$ cat config.mk
export PLATFORM = sky130hd
export DESIGN_NAME = stream2sync
export DESIGN_NICKNAME = d
export VERILOG_FILES = /design/src/rtl/stream2sync.sv
export SDC_FILE = /design/constraint.sdc
export NUM_CORES = 1
export LEC_CHECK = 0
export CAP_MARGIN = 10
export CORE_AREA = 4 4 161 163
export CTS_BUF_LIST = sky130_fd_sc_hd__clkbuf_2
export CTS_CLUSTER_SIZE = 14
export DETAILED_ROUTE_END_ITERATION = 8
export DIE_AREA = 0 0 165 167
export GPL_TIMING_DRIVEN = 1
export PLACE_DENSITY = 0.69
export SLEW_MARGIN = 20
export SYNTH_ARGS = -nofsm -noshare
export SYNTH_HDL_FRONTEND = slang
export SYNTH_SLANG_ARGS = --single-unit
$ cat constraint.sdc
create_clock -name i_clk -period 6.8 [get_ports i_clk]
set_input_delay 0.68 -clock i_clk [delete_from_list [all_inputs] [get_ports i_clk]]
set_output_delay 0.68 -clock i_clk [all_outputs]
set_load 0.05 [all_outputs]
$ cat src/rtl/stream2sync.sv
// stream2sync: turns an AXI-stream video feed back into sync-based raw video.
//
// A free-running raster built from a latched mode line generates pixel
// valid, hsync and vsync. Stream beats are pulled only during active pixels
// while locked (state RUN). Marker checks detect loss of alignment. The block
// then falls back to SYNC, finds the frame boundary, waits in WAIT for the
// raster origin, and locks again.
//
// Parameters:
//   OPT_INVERT_HSYNC  1: o_hsync active-low
//   OPT_INVERT_VSYNC  1: o_vsync active-low
//   OPT_TUSER_IS_SOF  0: TLAST = end of frame, TUSER = end of line
//                     1: TUSER = start of frame, TLAST = end of line
// Optional build macro:
//   STREAM2SYNC_UNDERFLOW_COUNT_EN  build the saturating underflow counter
//                                   (otherwise o_underflows is constant 0)
//
// Ports:
//   i_clk, i_reset        pixel clock, synchronous active-high reset
//   S_AXIS_*              24-bit RGB video stream input
//   i_width .. i_raw_width    active pixels, hsync start, hsync end, clocks/line
//   i_height .. i_raw_height  active lines, vsync start, vsync end, lines/frame
//   o_pix_valid, o_hsync, o_vsync, o_pixel  registered raw video
//   o_locked              stream aligned with the raster
//   o_underflows          count of active pixels missed while locked
module stream2sync #(
  parameter bit OPT_INVERT_HSYNC = 1'b0,
  parameter bit OPT_INVERT_VSYNC = 1'b0,
  parameter bit OPT_TUSER_IS_SOF = 1'b0
) (
  input  logic        i_clk,
  input  logic        i_reset,
  input  logic        S_AXIS_TVALID,
  output logic        S_AXIS_TREADY,
  input  logic [23:0] S_AXIS_TDATA,
  input  logic        S_AXIS_TLAST,
  input  logic        S_AXIS_TUSER,
  input  logic [15:0] i_width,
  input  logic [15:0] i_hfront,
  input  logic [15:0] i_hsync,
  input  logic [15:0] i_raw_width,
  input  logic [15:0] i_height,
  input  logic [15:0] i_vfront,
  input  logic [15:0] i_vsync,
  input  logic [15:0] i_raw_height,
  output logic        o_pix_valid,
  output logic        o_hsync,
  output logic        o_vsync,
  output logic [23:0] o_pixel,
  output logic        o_locked,
  output logic [15:0] o_underflows
);

  typedef enum logic [1:0] {StSync, StWait, StRun} state_e;

  state_e      state_q, state_d;
  logic [15:0] hpos_q, hpos_d, vpos_q, vpos_d;
  logic [15:0] width_q, hfront_q, hsync_q, raw_width_q;
  logic [15:0] height_q, vfront_q, vsync_q, raw_height_q;

  logic hlast, vlast, wrap, active, at_origin, last_px, last_ln;
  logic hsync_act, vsync_act;
  logic le, marker_err, sof_bad, accept;
  logic [23:0] pixel_d;

  // Raster position; 16'hffff also wraps so a bad mode cannot run away.
  always_comb begin
    hlast     = (hpos_q == raw_width_q - 16'd1) || (hpos_q == 16'hffff);
    vlast     = (vpos_q == raw_height_q - 16'd1) || (vpos_q == 16'hffff);
    wrap      = hlast && vlast;
    hpos_d    = hlast ? 16'd0 : hpos_q + 16'd1;
    vpos_d    = vpos_q;
    if (hlast) vpos_d = vlast ? 16'd0 : vpos_q + 16'd1;
    active    = (hpos_q < width_q) && (vpos_q < height_q);
    at_origin = (hpos_q == 16'd0) && (vpos_q == 16'd0);
    last_px   = (hpos_q == width_q - 16'd1);
    last_ln   = (vpos_q == height_q - 16'd1);
    hsync_act = (hpos_q >= hfront_q) && (hpos_q < hsync_q);
    vsync_act = (vpos_q >= vfront_q) && (vpos_q < vsync_q);
  end

  // Marker decode and alignment checks for the beat on the bus.
  always_comb begin
    le         = OPT_TUSER_IS_SOF ? S_AXIS_TLAST : S_AXIS_TUSER;
    marker_err = (le != last_px);
    if (OPT_TUSER_IS_SOF) marker_err = marker_err | (S_AXIS_TUSER != at_origin);
    else                  marker_err = marker_err | (S_AXIS_TLAST != (last_px && last_ln));
    // A start-of-frame beat in the wrong place is held back for SYNC to use.
    sof_bad    = OPT_TUSER_IS_SOF && S_AXIS_TVALID && S_AXIS_TUSER && !at_origin;
  end

  // FSM state register
  always_ff @(posedge i_clk) begin
    if (i_reset) state_q <= StSync;
    else         state_q <= state_d;
  end

  // FSM next state
  always_comb begin
    state_d = state_q;
    case (state_q)
      StSync: begin
        if (OPT_TUSER_IS_SOF) begin
          if (S_AXIS_TVALID && S_AXIS_TUSER) state_d = StWait;
        end else if (accept && S_AXIS_TLAST) begin
          state_d = StWait;
        end
      end
      StWait:  if (wrap) state_d = StRun;
      StRun:   if ((accept && marker_err) || (active && sof_bad)) state_d = StSync;
      default: state_d = StSync;
    endcase
  end

  // FSM outputs
  always_comb begin
    S_AXIS_TREADY = 1'b0;
    case (state_q)
      StSync:  S_AXIS_TREADY = OPT_TUSER_IS_SOF ? !(S_AXIS_TVALID && S_AXIS_TUSER) : 1'b1;
      StWait:  S_AXIS_TREADY = 1'b0;
      StRun:   S_AXIS_TREADY = active && !sof_bad;
      default: S_AXIS_TREADY = 1'b0;
    endcase
    if (i_reset) S_AXIS_TREADY = 1'b0;
    accept   = S_AXIS_TVALID && S_AXIS_TREADY;
    pixel_d  = (state_q == StRun && active && accept) ? S_AXIS_TDATA : 24'd0;
    o_locked = (state_q == StRun);
  end

  // Raster, mode latch and registered video outputs
  always_ff @(posedge i_clk) begin
    if (i_reset) begin
      hpos_q       <= 16'd0;
      vpos_q       <= 16'd0;
      width_q      <= i_width;
      hfront_q     <= i_hfront;
      hsync_q      <= i_hsync;
      raw_width_q  <= i_raw_width;
      height_q     <= i_height;
      vfront_q     <= i_vfront;
      vsync_q      <= i_vsync;
      raw_height_q <= i_raw_height;
      o_pix_valid  <= 1'b0;
      o_hsync      <= OPT_INVERT_HSYNC;
      o_vsync      <= OPT_INVERT_VSYNC;
      o_pixel      <= 24'd0;
    end else begin
      hpos_q <= hpos_d;
      vpos_q <= vpos_d;
      // New mode takes effect only from the next frame origin.
      if (wrap) begin
        width_q      <= i_width;
        hfront_q     <= i_hfront;
        hsync_q      <= i_hsync;
        raw_width_q  <= i_raw_width;
        height_q     <= i_height;
        vfront_q     <= i_vfront;
        vsync_q      <= i_vsync;
        raw_height_q <= i_raw_height;
      end
      o_pix_valid <= active;
      o_hsync     <= hsync_act ^ OPT_INVERT_HSYNC;
      o_vsync     <= vsync_act ^ OPT_INVERT_VSYNC;
      o_pixel     <= pixel_d;
    end
  end

`ifdef STREAM2SYNC_UNDERFLOW_COUNT_EN
  logic [15:0] underflows_q;

  always_ff @(posedge i_clk) begin
    if (i_reset) begin
      underflows_q <= 16'd0;
    end else if (state_q == StRun && active && !S_AXIS_TVALID &&
                 underflows_q != 16'hffff) begin
      underflows_q <= underflows_q + 16'd1;
    end
  end

  assign o_underflows = underflows_q;
`else
  assign o_underflows = 16'd0;
`endif

endmodule

==> results.toml <==
[critical_path]
cp.arrival_ns = 4.19
ff2ff_path_depth = 8
path_max_fanout = 9
worstSetupEndpointType = "primary output"
critPathKind = "flip-flop to primary output"
cp-start-kind = "flip-flop"
crit_required_ns = 6.12

[placement]
postPlaceCellArea_sq_um = 12900
gp_congestion = 0.851
portBuffers = 185
hpwl_mm = 19.8
dp_cells = 1509

[power_and_ir_drop]
p_clk_share_pct = 26.1
p_sw_share_pct = 27.7
comb_power_share_pct = 13.2
irDropWorstVdd_uv = 105
leakage_nw = 5.34
p_per_area_nw_per_um2 = 166
power_mw = 2.19
pwr-share-seq_pct = 60.7
switching_power_uw = 608
internal_power_mw = 1.59

[timing]
slew_viol_final = 0
worst_hold_slack_ns = 0.415
relSlewSlack_pct = 31.4
hold_violations = 0
tns_ns = 0
worstMarginPinSlew_ns = 1.02
max_freq_ghz = 0.205
skew_ns = 0.0401
period_share_pct = 71.6
fin_crit_ns = 4.87
rsz0062_at_grt = "no"
setup_viol_count_final = 0

[synth]
synth_warnings = 0
ys_ff_latch = 189
synth_area_sq_um = 10800
synth.distinct_cells = 74
synthArstFlopShare_pct = 0
synth_edf_count = 128
synth_ff_type = "edfxtp_1"
yosys.area.top_type_share_pct = 35.5
synth_area_leaders = "edfxtp_1 (35%), ha_1 (12%), dfxtp_1 (11%), xnor2_1 (5.2%), inv_1 (3.9%)"
postSynthAreaPerCell_sq_um = 10.5
syn-instance-count = 1031
synth.largest_area_cell = "edfxtp_1"
ys_seq_area_share_pct = 46.7

[clock_tree]
ctsResizeCount = 0
clockRootBuffer = "clkbuf_2"
cts_inserted_buffers = 17
htree_levels = 4
cts.sinks = 189
cts_tree = "done"
cts.path.max_buffers = 2
cts_hold_buf = 0
clk_latency_ns = 0.77
post-cts-setup-buffers = 0
clkTransAtPathRegs_ns = 0.31

[route]
num_vias = 8199
vias_per_cell = 5.32
wl_met1_mm = 11.5
drcViolationCount = 0
top_layer_used = "met4"
ant_nets = 0
routed_wl_mm = 25.2
dr_wl_met2_mm = 11.7
wl_met3_mm = 1.75
firstDrtPassIters = 5
first_iter_violations = 423
wire_per_inst_um = 16.4

[floorplan]
start_util_pct = 44.6
fp.dieArea_sq_um = 27600
die_y_um = 167
io_pins = 202
die_w_um = 165
core_area_sq_um = 24300
rows = 57

[global_route]
grt_use_total_pct = 18.5
antenna_found_initial = 1
grt.overflow.total = 0
grt_pass1_vias = 8245
grt_pass1_wl_mm = 40.7
grt_start_max_net_pins = 47

[layout]
area_growth_pct = 21.6
nNetsFinal = 1461
fin_cells = 1542
drive_gt1_share_pct = 4.19
fin_area_sq_um = 13200
n_fill_cell = 2133

[status]
status = "finished clean"

[hold_path]
worstHoldPathCells = 2
hp-class = "primary input to flip-flop"

[run]
maxCapViolCount = 0
[stage by stage]
step / worst slack (ns) / util [%]
floorplan: 2.02 / -
global placement: 2.46 / 53.2
detailed placement: 2.21 / 53.2
CTS: 1.93 / 54.2
global route: 1.67 / 54.2
finish: 1.93 / 54.2
[final timing paths]
path	startpoint	slack [ns]	to
worst max register to register	raw_height_q[2]	2.19	hsync_q[12]
worst min register to register	state_q[1]	0.50	state_q[0]
worst max-delay path	vpos_q[9]	1.93	S_AXIS_TREADY
worst min-delay path	S_AXIS_TDATA[5]	0.41	o_pixel[5]
[per-layer routing]
layer	up-vias	track usage, %
li1	4074	-
met1	3849	24.9
met2	252	30.3
met3	24	4.37
met4	0	4.30
met5	-	0
[layout make-up]
class                   count  area, sq um  share of cell area, %
diodes                      2         5.00                 0.0380
clock buffers              17         85.1                  0.646
clock inverters            14          149                   1.13
inverters                 112          420                   3.19
multi-input cells         693         5150                   39.1
flip-flops and latches    189         5060                   38.4
well taps                 324          405                   3.08
repair buffers            191         1900                   14.4
[power by group through the flow]
stage	combinational, mW	clock (mW)	sequential, mW
after floorplan	0.172	0	1.34
after global placement	0.284	0	1.35
after detailed placement	0.291	0	1.36
after CTS	0.292	0.601	1.33
after global routing	0.322	0.639	1.34
final	0.289	0.572	1.33
[cells in the mapped netlist (all sizes together) (21+ instances only)]
master  count
a21o       27
a21oi      43
and2       30
buf        21
clkbuf     31
dfxtp      61
edfxtp    128
ha        100
inv       112
nand2      33
nand3      26
nand4      25
nor2       48
nor3       26
nor4       21
o21ai      21
xnor2      64
xor2       25
[kinds of logic after synthesis]
kind of cell	synth area share, %
AOI/OAI and AO/OA	11.0
xor gates and xnor gates	7.19
adders and majority gates	11.5
buffers and inverters	6.38
DFF	46.7
muxes	0.854
other	0.0346
and+or+nand+nor	16.3
[cells in the final DEF, fill, tap and decap left out, types with 17 or more instances in the layout]
| cell type | count |
|---|---|
| and2_1 | 30 |
| clkbuf_2 | 17 |
| xnor2_1 | 64 |
| a21o_1 | 27 |
| clkdlybuf4s50_1 | 185 |
| nand2_1 | 33 |
| xor2_1 | 25 |
| nand4_1 | 25 |
| o21ai_0 | 19 |
| nor4_1 | 21 |
| dfxtp_1 | 61 |
| inv_1 | 112 |
| nor2b_1 | 18 |
| edfxtp_1 | 128 |
| ha_1 | 100 |
| nand3_1 | 25 |
| nor3_1 | 26 |
| a21oi_1 | 43 |
| nor2_1 | 48 |
[sequential cells by signal, summed over array words and instances, names as in the netlist]
name and cells:
o_vsync 1, width_q 16, vpos_q 16, vsync_q 16, raw_width_q 16, hfront_q 16
vfront_q 16, raw_height_q 16, hsync_q 16, o_pix_valid 1, height_q 16, o_hsync 1
hpos_q 16, state_q 2, o_pixel 24
[critical path, stage by stage (launching register included)]
cell and delay (ns):
dfxtp_1 0.64, ha_1 0.33, a21o_1 0.17, a21o_1 0.18
a21oi_1 0.20, o22ai_1 0.11, nor4_1 0.40, nand2_1 0.18
a211oi_1 0.35, clkdlybuf4s50_1 0.87
Note: power is estimated with default switching activity, not from simulation.
